==> src/rtl/branch_predictor_if.sv <==
// Fetch/execute signal bundle between the CPU pipeline and the branch predictor.
// The pipeline side drives PCs and resolved outcomes; the predictor side answers.
interface branch_predictor_if #(
  parameter int WIDTH = 32
);
  logic [WIDTH-1:0] pc_if;
  logic             pred_taken;
  logic [WIDTH-1:0] pred_target;
  logic             upd_valid;
  logic [WIDTH-1:0] upd_pc;
  logic             upd_taken;
  logic [WIDTH-1:0] upd_target;
  logic             ex_pred_taken;
  logic [WIDTH-1:0] ex_pred_target;
  logic             mispredict;
  logic [WIDTH-1:0] redirect_pc;
  logic [31:0]      branch_cnt;
  logic [31:0]      miss_cnt;

  modport master (
    output pc_if, upd_valid, upd_pc, upd_taken, upd_target, ex_pred_taken, ex_pred_target,
    input  pred_taken, pred_target, mispredict, redirect_pc, branch_cnt, miss_cnt
  );

  modport slave (
    input  pc_if, upd_valid, upd_pc, upd_taken, upd_target, ex_pred_taken, ex_pred_target,
    output pred_taken, pred_target, mispredict, redirect_pc, branch_cnt, miss_cnt
  );
endinterface

==> src/rtl/branch_predictor.sv <==
// Direct-mapped BTB with 2-bit saturating counters: zero-latency IF prediction,
// EX-side resolution with mispredict redirect, and hit/miss statistics.
module branch_predictor #(
  parameter int ENTRY_BITS = 4,
  parameter int WIDTH      = 32
) (
  input logic               clk,
  input logic               rst,
  branch_predictor_if.slave bp
);
  localparam int ENTRIES = 1 << ENTRY_BITS;
  localparam int TAG_W   = WIDTH - ENTRY_BITS - 2;

  logic             valid_q  [ENTRIES];
  logic [TAG_W-1:0] tag_q    [ENTRIES];
  logic [WIDTH-1:0] target_q [ENTRIES];
  logic [1:0]       ctr_q    [ENTRIES];

  logic [31:0] branch_cnt_q, branch_cnt_d;
  logic [31:0] miss_cnt_q, miss_cnt_d;

  function automatic logic [1:0] sat_inc(input logic [1:0] c);
    return (c == 2'b11) ? c : c + 2'b01;
  endfunction

  function automatic logic [1:0] sat_dec(input logic [1:0] c);
    return (c == 2'b00) ? c : c - 2'b01;
  endfunction

  // IF read port; masked during reset so fetch sees the cleared table
  logic [ENTRY_BITS-1:0] rd_idx;
  logic [TAG_W-1:0]      rd_tag;
  logic                  rd_hit;

  assign rd_idx         = bp.pc_if[ENTRY_BITS+1:2];
  assign rd_tag         = bp.pc_if[WIDTH-1:ENTRY_BITS+2];
  assign rd_hit         = valid_q[rd_idx] && (tag_q[rd_idx] == rd_tag);
  assign bp.pred_taken  = !rst && rd_hit && ctr_q[rd_idx][1];
  assign bp.pred_target = bp.pred_taken ? target_q[rd_idx] : '0;

  logic unused_lsbs;
  assign unused_lsbs = ^{bp.pc_if[1:0], bp.upd_pc[1:0]};

  // EX update port
  logic [ENTRY_BITS-1:0] up_idx;
  logic [TAG_W-1:0]      up_tag;
  logic                  up_hit;
  logic                  ent_we;
  logic [TAG_W-1:0]      ent_tag_d;
  logic [WIDTH-1:0]      ent_tgt_d;
  logic [1:0]            ent_ctr_d;

  assign up_idx = bp.upd_pc[ENTRY_BITS+1:2];
  assign up_tag = bp.upd_pc[WIDTH-1:ENTRY_BITS+2];
  assign up_hit = valid_q[up_idx] && (tag_q[up_idx] == up_tag);

  always_comb begin
    ent_we    = 1'b0;
    ent_tag_d = tag_q[up_idx];
    ent_tgt_d = target_q[up_idx];
    ent_ctr_d = ctr_q[up_idx];
    if (bp.upd_valid) begin
      if (up_hit) begin
        ent_we = 1'b1;
        if (bp.upd_taken) begin
          ent_ctr_d = sat_inc(ctr_q[up_idx]);
          ent_tgt_d = bp.upd_target;
        end else begin
          ent_ctr_d = sat_dec(ctr_q[up_idx]);
        end
      end else if (bp.upd_taken) begin
        // a taken miss allocates (or evicts an alias) weakly-taken
        ent_we    = 1'b1;
        ent_tag_d = up_tag;
        ent_tgt_d = bp.upd_target;
        ent_ctr_d = 2'b10;
      end
    end
  end

  // Resolution against what the pipeline actually fetched
  logic mispredict_w;

  assign mispredict_w = bp.upd_valid &&
                        ((bp.ex_pred_taken != bp.upd_taken) ||
                         (bp.ex_pred_taken && bp.upd_taken &&
                          (bp.ex_pred_target != bp.upd_target)));
  assign bp.mispredict  = mispredict_w;
  assign bp.redirect_pc = !mispredict_w ? '0 :
                          (bp.upd_taken ? bp.upd_target : bp.upd_pc + WIDTH'(4));

  assign branch_cnt_d  = branch_cnt_q + 32'(bp.upd_valid);
  assign miss_cnt_d    = miss_cnt_q + 32'(mispredict_w);
  assign bp.branch_cnt = branch_cnt_q;
  assign bp.miss_cnt   = miss_cnt_q;

  always_ff @(posedge clk) begin
    if (rst) begin
      for (int i = 0; i < ENTRIES; i++) begin
        valid_q[i] <= 1'b0;
        ctr_q[i]   <= 2'b01;
      end
      branch_cnt_q <= '0;
      miss_cnt_q   <= '0;
    end else begin
      if (ent_we) begin
        valid_q[up_idx]  <= 1'b1;
        tag_q[up_idx]    <= ent_tag_d;
        target_q[up_idx] <= ent_tgt_d;
        ctr_q[up_idx]    <= ent_ctr_d;
      end
      branch_cnt_q <= branch_cnt_d;
      miss_cnt_q   <= miss_cnt_d;
    end
  end
endmodule

==> src/flat_wrapper.sv <==
// flat-port wrapper written by rule: the top's interface ports become plain ports
module branch_predictor_flat 
#(
  parameter int ENTRY_BITS = 4,
  parameter int WIDTH      = 32
)
  (clk, rst, bp_pc_if, bp_upd_valid, bp_upd_pc, bp_upd_taken, bp_upd_target, bp_ex_pred_taken, bp_ex_pred_target, bp_pred_taken, bp_pred_target, bp_mispredict, bp_redirect_pc, bp_branch_cnt, bp_miss_cnt);
  branch_predictor_if #(.WIDTH(WIDTH)) bp_i ();
  input logic clk;
  input logic rst;
  input wire logic [$bits(bp_i.pc_if)-1:0] bp_pc_if;
  input wire logic [$bits(bp_i.upd_valid)-1:0] bp_upd_valid;
  input wire logic [$bits(bp_i.upd_pc)-1:0] bp_upd_pc;
  input wire logic [$bits(bp_i.upd_taken)-1:0] bp_upd_taken;
  input wire logic [$bits(bp_i.upd_target)-1:0] bp_upd_target;
  input wire logic [$bits(bp_i.ex_pred_taken)-1:0] bp_ex_pred_taken;
  input wire logic [$bits(bp_i.ex_pred_target)-1:0] bp_ex_pred_target;
  output wire logic [$bits(bp_i.pred_taken)-1:0] bp_pred_taken;
  output wire logic [$bits(bp_i.pred_target)-1:0] bp_pred_target;
  output wire logic [$bits(bp_i.mispredict)-1:0] bp_mispredict;
  output wire logic [$bits(bp_i.redirect_pc)-1:0] bp_redirect_pc;
  output wire logic [$bits(bp_i.branch_cnt)-1:0] bp_branch_cnt;
  output wire logic [$bits(bp_i.miss_cnt)-1:0] bp_miss_cnt;
  assign bp_i.pc_if = bp_pc_if;
  assign bp_i.upd_valid = bp_upd_valid;
  assign bp_i.upd_pc = bp_upd_pc;
  assign bp_i.upd_taken = bp_upd_taken;
  assign bp_i.upd_target = bp_upd_target;
  assign bp_i.ex_pred_taken = bp_ex_pred_taken;
  assign bp_i.ex_pred_target = bp_ex_pred_target;
  assign bp_pred_taken = bp_i.pred_taken;
  assign bp_pred_target = bp_i.pred_target;
  assign bp_mispredict = bp_i.mispredict;
  assign bp_redirect_pc = bp_i.redirect_pc;
  assign bp_branch_cnt = bp_i.branch_cnt;
  assign bp_miss_cnt = bp_i.miss_cnt;
  branch_predictor #(.ENTRY_BITS(ENTRY_BITS), .WIDTH(WIDTH)) u_core (.clk(clk), .rst(rst), .bp(bp_i));
endmodule
==> config.mk <==
export PLATFORM = sky130hd
export DESIGN_NAME = branch_predictor_flat
export DESIGN_NICKNAME = d
export VERILOG_FILES = /design/src/rtl/branch_predictor_if.sv /design/src/rtl/branch_predictor.sv /design/src/flat_wrapper.sv
export SDC_FILE = /design/constraint.sdc
export NUM_CORES = 1
export LEC_CHECK = 0
export ABC_CLOCK_PERIOD_IN_PS = 10500
export BUFFER_PORTS_ARGS = -buffer_cell sky130_fd_sc_hd__buf_2
export CAP_MARGIN = 30
export CORE_ASPECT_RATIO = 0.9
export CORE_MARGIN = 2
export CORE_UTILIZATION = 35
export DETAILED_ROUTE_END_ITERATION = 8
export GPL_TIMING_DRIVEN = 1
export MAX_ROUTING_LAYER = met4
export PLACE_DENSITY = 0.56
export SLEW_MARGIN = 0
export SYNTH_ARGS = -nofsm -noshare
export SYNTH_HDL_FRONTEND = slang
export SYNTH_SLANG_ARGS = --single-unit
==> constraint.sdc <==
create_clock -name clk -period 10.5 [get_ports clk]
set_input_delay 2.1 -clock clk [delete_from_list [all_inputs] [get_ports clk]]
set_output_delay 2.1 -clock clk [all_outputs]
set_load 0.1 [all_outputs]
Word level (Yosys, flattened, before mapping) --
Memory sizes are Yosys's and may differ from the RTL's. Cells that the tools add are included.
Storage, ports and cells: flip-flop bits (word level) 64, bits in writable memories 976, input bits 133, output and inout port bits 130, memories 4
Cells by class: $add $sub $neg 5, eq/ne operators 7, muxes and demuxes 28, reduce and logical (&&, ||, !) cells 13
Memory list:
- u_core.target_q | words 16, bits a word 32, rd ports 1, clocked after memory_dff 0, wr ports 1, line branch_predictor.sv:16 | logic [WIDTH-1:0] target_q [ENTRIES];
- u_core.tag_q | words 16, bits a word 26, rd ports 2, clocked after memory_dff 0, wr ports 1, line branch_predictor.sv:15 | logic [TAG_W-1:0] tag_q [ENTRIES];
- u_core.ctr_q | words 16, bits a word 2, rd ports 2, clocked after memory_dff 0, wr ports 16, line branch_predictor.sv:17 | logic [1:0] ctr_q [ENTRIES];
- u_core.valid_q | words 16, bits a word 1, rd ports 2, clocked after memory_dff 0, wr ports 16, line branch_predictor.sv:14 | logic valid_q [ENTRIES];
Operator list (number):
- 2-to-1 mux 32 bit | 5
- 2-to-1 mux 26 bit | 3
- adder 32 x 1 -> 32 bit | 2
- equality test 26 bit | 2
- adder 32 x 3 -> 32 bit (second input constant) | 1
- != test 32 bit | 1
- 2-to-1 mux 2 bit | 7
- 2-to-1 mux 1 bit | 11
- 2-to-1 mux 4 bit | 2
- logical AND 1 bit | 7
- AND reduction 3 bit | 1
- adder 2 x 1 -> 2 bit (second input constant) | 1
- equality test 2 bit (second input constant) | 1
- logical NOT 2 bit | 1
- != test 2 bit (second input constant) | 1
- OR reduction 2 bit | 1
- subtractor 2 x 1 -> 2 bit (second input constant) | 1
- logical NOT 1 bit | 1
- logical OR 1 bit | 1
- != test 1 bit | 1
- != test 1 bit (second input constant) | 1
- OR reduction 1 bit | 1

Longest topological paths before layout --
An unclocked memory read counts as a cell.
word-level depth 10, depth in mapped cells 15, gate-level depth less buffers 13

Worst setup path before layout --
No wires, ideal clock.
path kind in2out, start point in bp_pc_if[2], end point out bp_pred_target[10], arrival 6133 ps, required time 8400 ps, slack 2267 ps, stages on the path 9, cells stage by stage clkbuf_1 > buf_1 > mux4_2 > mux4_2 > xor2_1 > nor4_1 > nand4_1 > clkbuf_1 > nor2b_1
On the way: cells in the longest elaborated chain, start to end 6, elaborated cells between the ends (all ways) 9
Ends and longest elaborated chain:
- from (decl) | line flat_wrapper.sv:11 | input wire logic [$bits(bp_i.pc_if)-1:0] bp_pc_if;
- memory (16 x 26 bit)
- equality test 26 bit | line branch_predictor.sv:37 | assign rd_hit = valid_q[rd_idx] && (tag_q[rd_idx] == rd_tag);
- logical AND 1 bit | line branch_predictor.sv:37
- logical AND 1 bit (2 in a row) | line branch_predictor.sv:38 | assign bp.pred_taken = !rst && rd_hit && ctr_q[rd_idx][1];
- 2-to-1 mux 32 bit (*) | line branch_predictor.sv:39 | assign bp.pred_target = bp.pred_taken ? target_q[rd_idx] : '0;
- to (decl) | line flat_wrapper.sv:19 | output wire logic [$bits(bp_i.pred_target)-1:0] bp_pred_target;
Every way passes the cells marked *; elsewhere a longest branch is shown, timed or not.

Final worst setup path --
start point in bp_pc_if[3], end point out bp_pred_target[30]
Same word-level chain as after synthesis.

==> metrics.cfg <==
[timing]
slew_headroom_pct = 25.9
rsz0062_at_grt = no
holdWs_ns = 0.488
post-route-min-period_ns = 8.47
timing.final.crit_share_pct = 80.7
tightest_slew_ns = 1.11
fmaxAchievable_mhz = 118
setup_tns_ns = 0
final_setup_violation_count = 0
fin_skew_ns = 0.0603
final-max-slew-violation-count = 0
report.final.hold_viol_count = 0

[power_and_ir_drop]
powerDensity_nw_per_um2 = 170
leakage_nw = 18.0
power_mw = 9.23
ir_worst_vdd_uv = 137

[setup_path]
cpMaxStageDelayCell = buf_6
critical_path.startpoint_type = input port
cp_data_required_time_ns = 8.40
critPathMaxStageDelay_ns = 0.60
crit_family = buffers and inverters
cell_by_cell_trace_of_the_critical_path = buf_6 > buf_4 > mux4_2 > mux4_2 > xor2_1 > nor4_1 > nand4_1 > buf_4 > nor2b_1 > buf_2
crit_type = in2out
cp.arrival_ns = 6.37
worstPathMaxFanout = 70
worst_setup_path_end_kind = output pin
cp.buffers_inverters = 4

[global_route]
largest_net_degree_at_the_start_of_global_routing = 112
grt_pass1_vias = 28282
groute.usage.overall_pct = 21.6
global_route_wire_length_before_repair_um = 207000
initial_antenna_violation_count = 15
final_global_route_overflow_total = 0

[drt]
post_drt_via_cell_ratio = 5.82
drcViolationCount = 0
drtAntennaViolNets = 0
routed_wire_length_per_instance_um = 30.5
drt_pass_1_iters = 5
wirelength_routed_um = 146000
routed-via-count = 27895
1st_iter_drt_viols = 3427

[place]
placedInstanceArea_sq_um = 50700
place_congestion = 0.909
place.port_buffers = 260
place_inst = 4579
detailed_place_hpwl_um = 90700

[final_layout]
final-seq-area_sq_um = 30400
post_route_cells_drive_above_1_share_pct = 31.8
fillerInstances = 11943
areaGrowthSynthToFinish_pct = 15.3
fin_area_sq_um = 54300
finish.cell_count_without_fillers = 4797
fin_nets = 3096
multi_input_comb_area_sq_um = 15900

[job]
max_cap_viols = 0

[cts]
cts_tree = built
clock_tree.buffer_depth = 3
cts-htree-levels = 3
cts_buffers = 108
cts_repair_resize_count = 0
ctsRootBufferMaster = clkbuf_16
cts_setup_buffers = 0
hold_buf_cts = 0
clkLatencyLatePin_ns = 0.74
clkSlewWorstSetupHoldPaths_ns = 0.06
cts_sinks = 1040

[synth]
syn_inst = 2661
synth.avg_cell_area_sq_um = 17.7
post_synth_edffs = 960
synthesis.area_sq_um = 47100
synth.ff_latch_count = 1040
postSynth.topFlopCell = edfxtp_1
yosys_warning_total = 0
synth_fp_nets = 2803
yosysUniqueCellTypes = 78
async_set_reset_flop_share_out_of_synthesis_pct = 0
synth_sequential_area_ratio_pct = 64.6

[floorplan]
die_h_um = 352
core_area_sq_um = 133000
pin_count = 263
rows = 127
initial_core_util_pct = 35.3
die_area_sq_um = 138000
dieWidth_um = 391

[worst_hold_path]
min_path_type = reg2reg

[status]
run_status = finished clean

-- cell usage after synthesis, types with 23 or more instances --
master / instances / area [sq um]
nand2_1: 122 / 458
buf_2: 23 / 115
dfxtp_1: 80 / 1600
a21oi_1: 48 / 240
nor2_1: 163 / 612
nor3_1: 33 / 165
mux4_2: 382 / 8600
nand3_1: 49 / 245
o21ai_0: 34 / 170
nor2b_1: 46 / 288
mux2i_1: 98 / 981
inv_1: 23 / 86.3
buf_1: 36 / 135
xor2_1: 67 / 587
edfxtp_1: 960 / 28800
nand4_1: 38 / 238
xnor2_1: 110 / 963
clkbuf_1: 82 / 308
-- power by group --
group | switching [mW] | internal (mW) | leakage, nW
Sequential | 0.0107 | 4.58 | 9.32
Clock | 1.64 | 2.15 | 1.69
Combinational | 0.547 | 0.297 | 6.96
Total | 2.20 | 7.03 | 18.0
-- cells by family (layout without fill, tap and decap cells) --
| logic type | Yosys count | count (layout) | synth area share [%] |
|---|---|---|---|
| AO/OA/AOI/OAI | 197 | 197 | 2.81 |
| flip-flops | 1040 | 1040 | 64.6 |
| buffers and inverters | 192 | 575 | 2.00 |
| adder cells (fa/ha/maj) | 9 | 9 | 0.239 |
| other | 0 | 12 | 0 |
| multiplexers | 506 | 506 | 21.2 |
| AND/OR/NAND/NOR | 540 | 540 | 5.87 |
| XOR/XNOR | 177 | 177 | 3.29 |
-- placed cells by master (no fill, tap or decap), drive strengths merged, types with 27 or more instances in the layout --
cell | netlist | final
clkbuf | 82 | 137
mux4 | 389 | 389
nand3 | 49 | 49
xnor2 | 110 | 110
dfxtp | 80 | 80
nand4 | 39 | 39
mux2i | 99 | 99
clkinv | 0 | 45
xor2 | 67 | 67
edfxtp | 960 | 960
nor3 | 34 | 34
buf | 86 | 350
nor2b | 46 | 46
nand2 | 132 | 132
inv | 23 | 27
nor2 | 163 | 163
o21ai | 48 | 48
a21oi | 50 | 50
-- worst reg2reg max path, stage by stage (launching register included) --
cell	delay, ns
edfxtp_1	0.41
mux4_2	0.48
mux2i_1	0.35
xnor2_1	0.27
a2111oi_0	0.51
a41oi_1	0.38
a2111oi_4	0.58
a21oi_4	0.09
buf_4	0.33
nor3b_4	0.82
buf_12	0.34
-- per-stage QoR --
stage / setup WS, ns / util (%)
2_1_floorplan: 2.27 / -
3_3_place_gp: 2.05 / 38.0
3_5_place_dp: 1.92 / 38.0
4_1_cts: 1.93 / 40.6
5_1_grt: 1.71 / 40.7
6_report: 2.03 / 40.7
-- path summary, 6_finish.rpt --
path | slack (ns) | cells after the start | to | start
worst min register to register | 0.49 | 1 | u_core.valid_q[6] | u_core.valid_q[6]
worst min-delay path | 0.49 | 1 | u_core.valid_q[6] | u_core.valid_q[6]
worst max register to register | 5.57 | 10 | u_core.tag_q[0][5] | u_core.tag_q[10][24]
worst max-delay path | 2.03 | 10 | bp_pred_target[30] | bp_pc_if[3]
-- flip-flops by register name (all words and copies together), names as in the netlist --
name                  count
u_core.tag_q            416
u_core.target_q         512
u_core.ctr_q             32
u_core.bp.miss_cnt       32
u_core.valid_q           16
u_core.bp.branch_cnt     32
-- per-layer routing --
layer | part of all wire, % | track usage (%)
met4 | 2.3 | 5.27
met1 | 42 | 29.4
met2 | 46 | 32.4
met5 | 0 | -
met3 | 9.8 | 5.46
-- area by class of cell --
cell class	instances	share of cell area, %
Antenna cell	12	0.0553
Clock buffer	136	5.25
Clock inverter	64	1.19
Inverter	23	0.159
Multi-Input combinational cell	1429	29.4
Sequential cell	1040	56.0
Tap cell	1741	4.01
Timing Repair Buffer	352	3.94
Power figures use the tool's default switching activity.
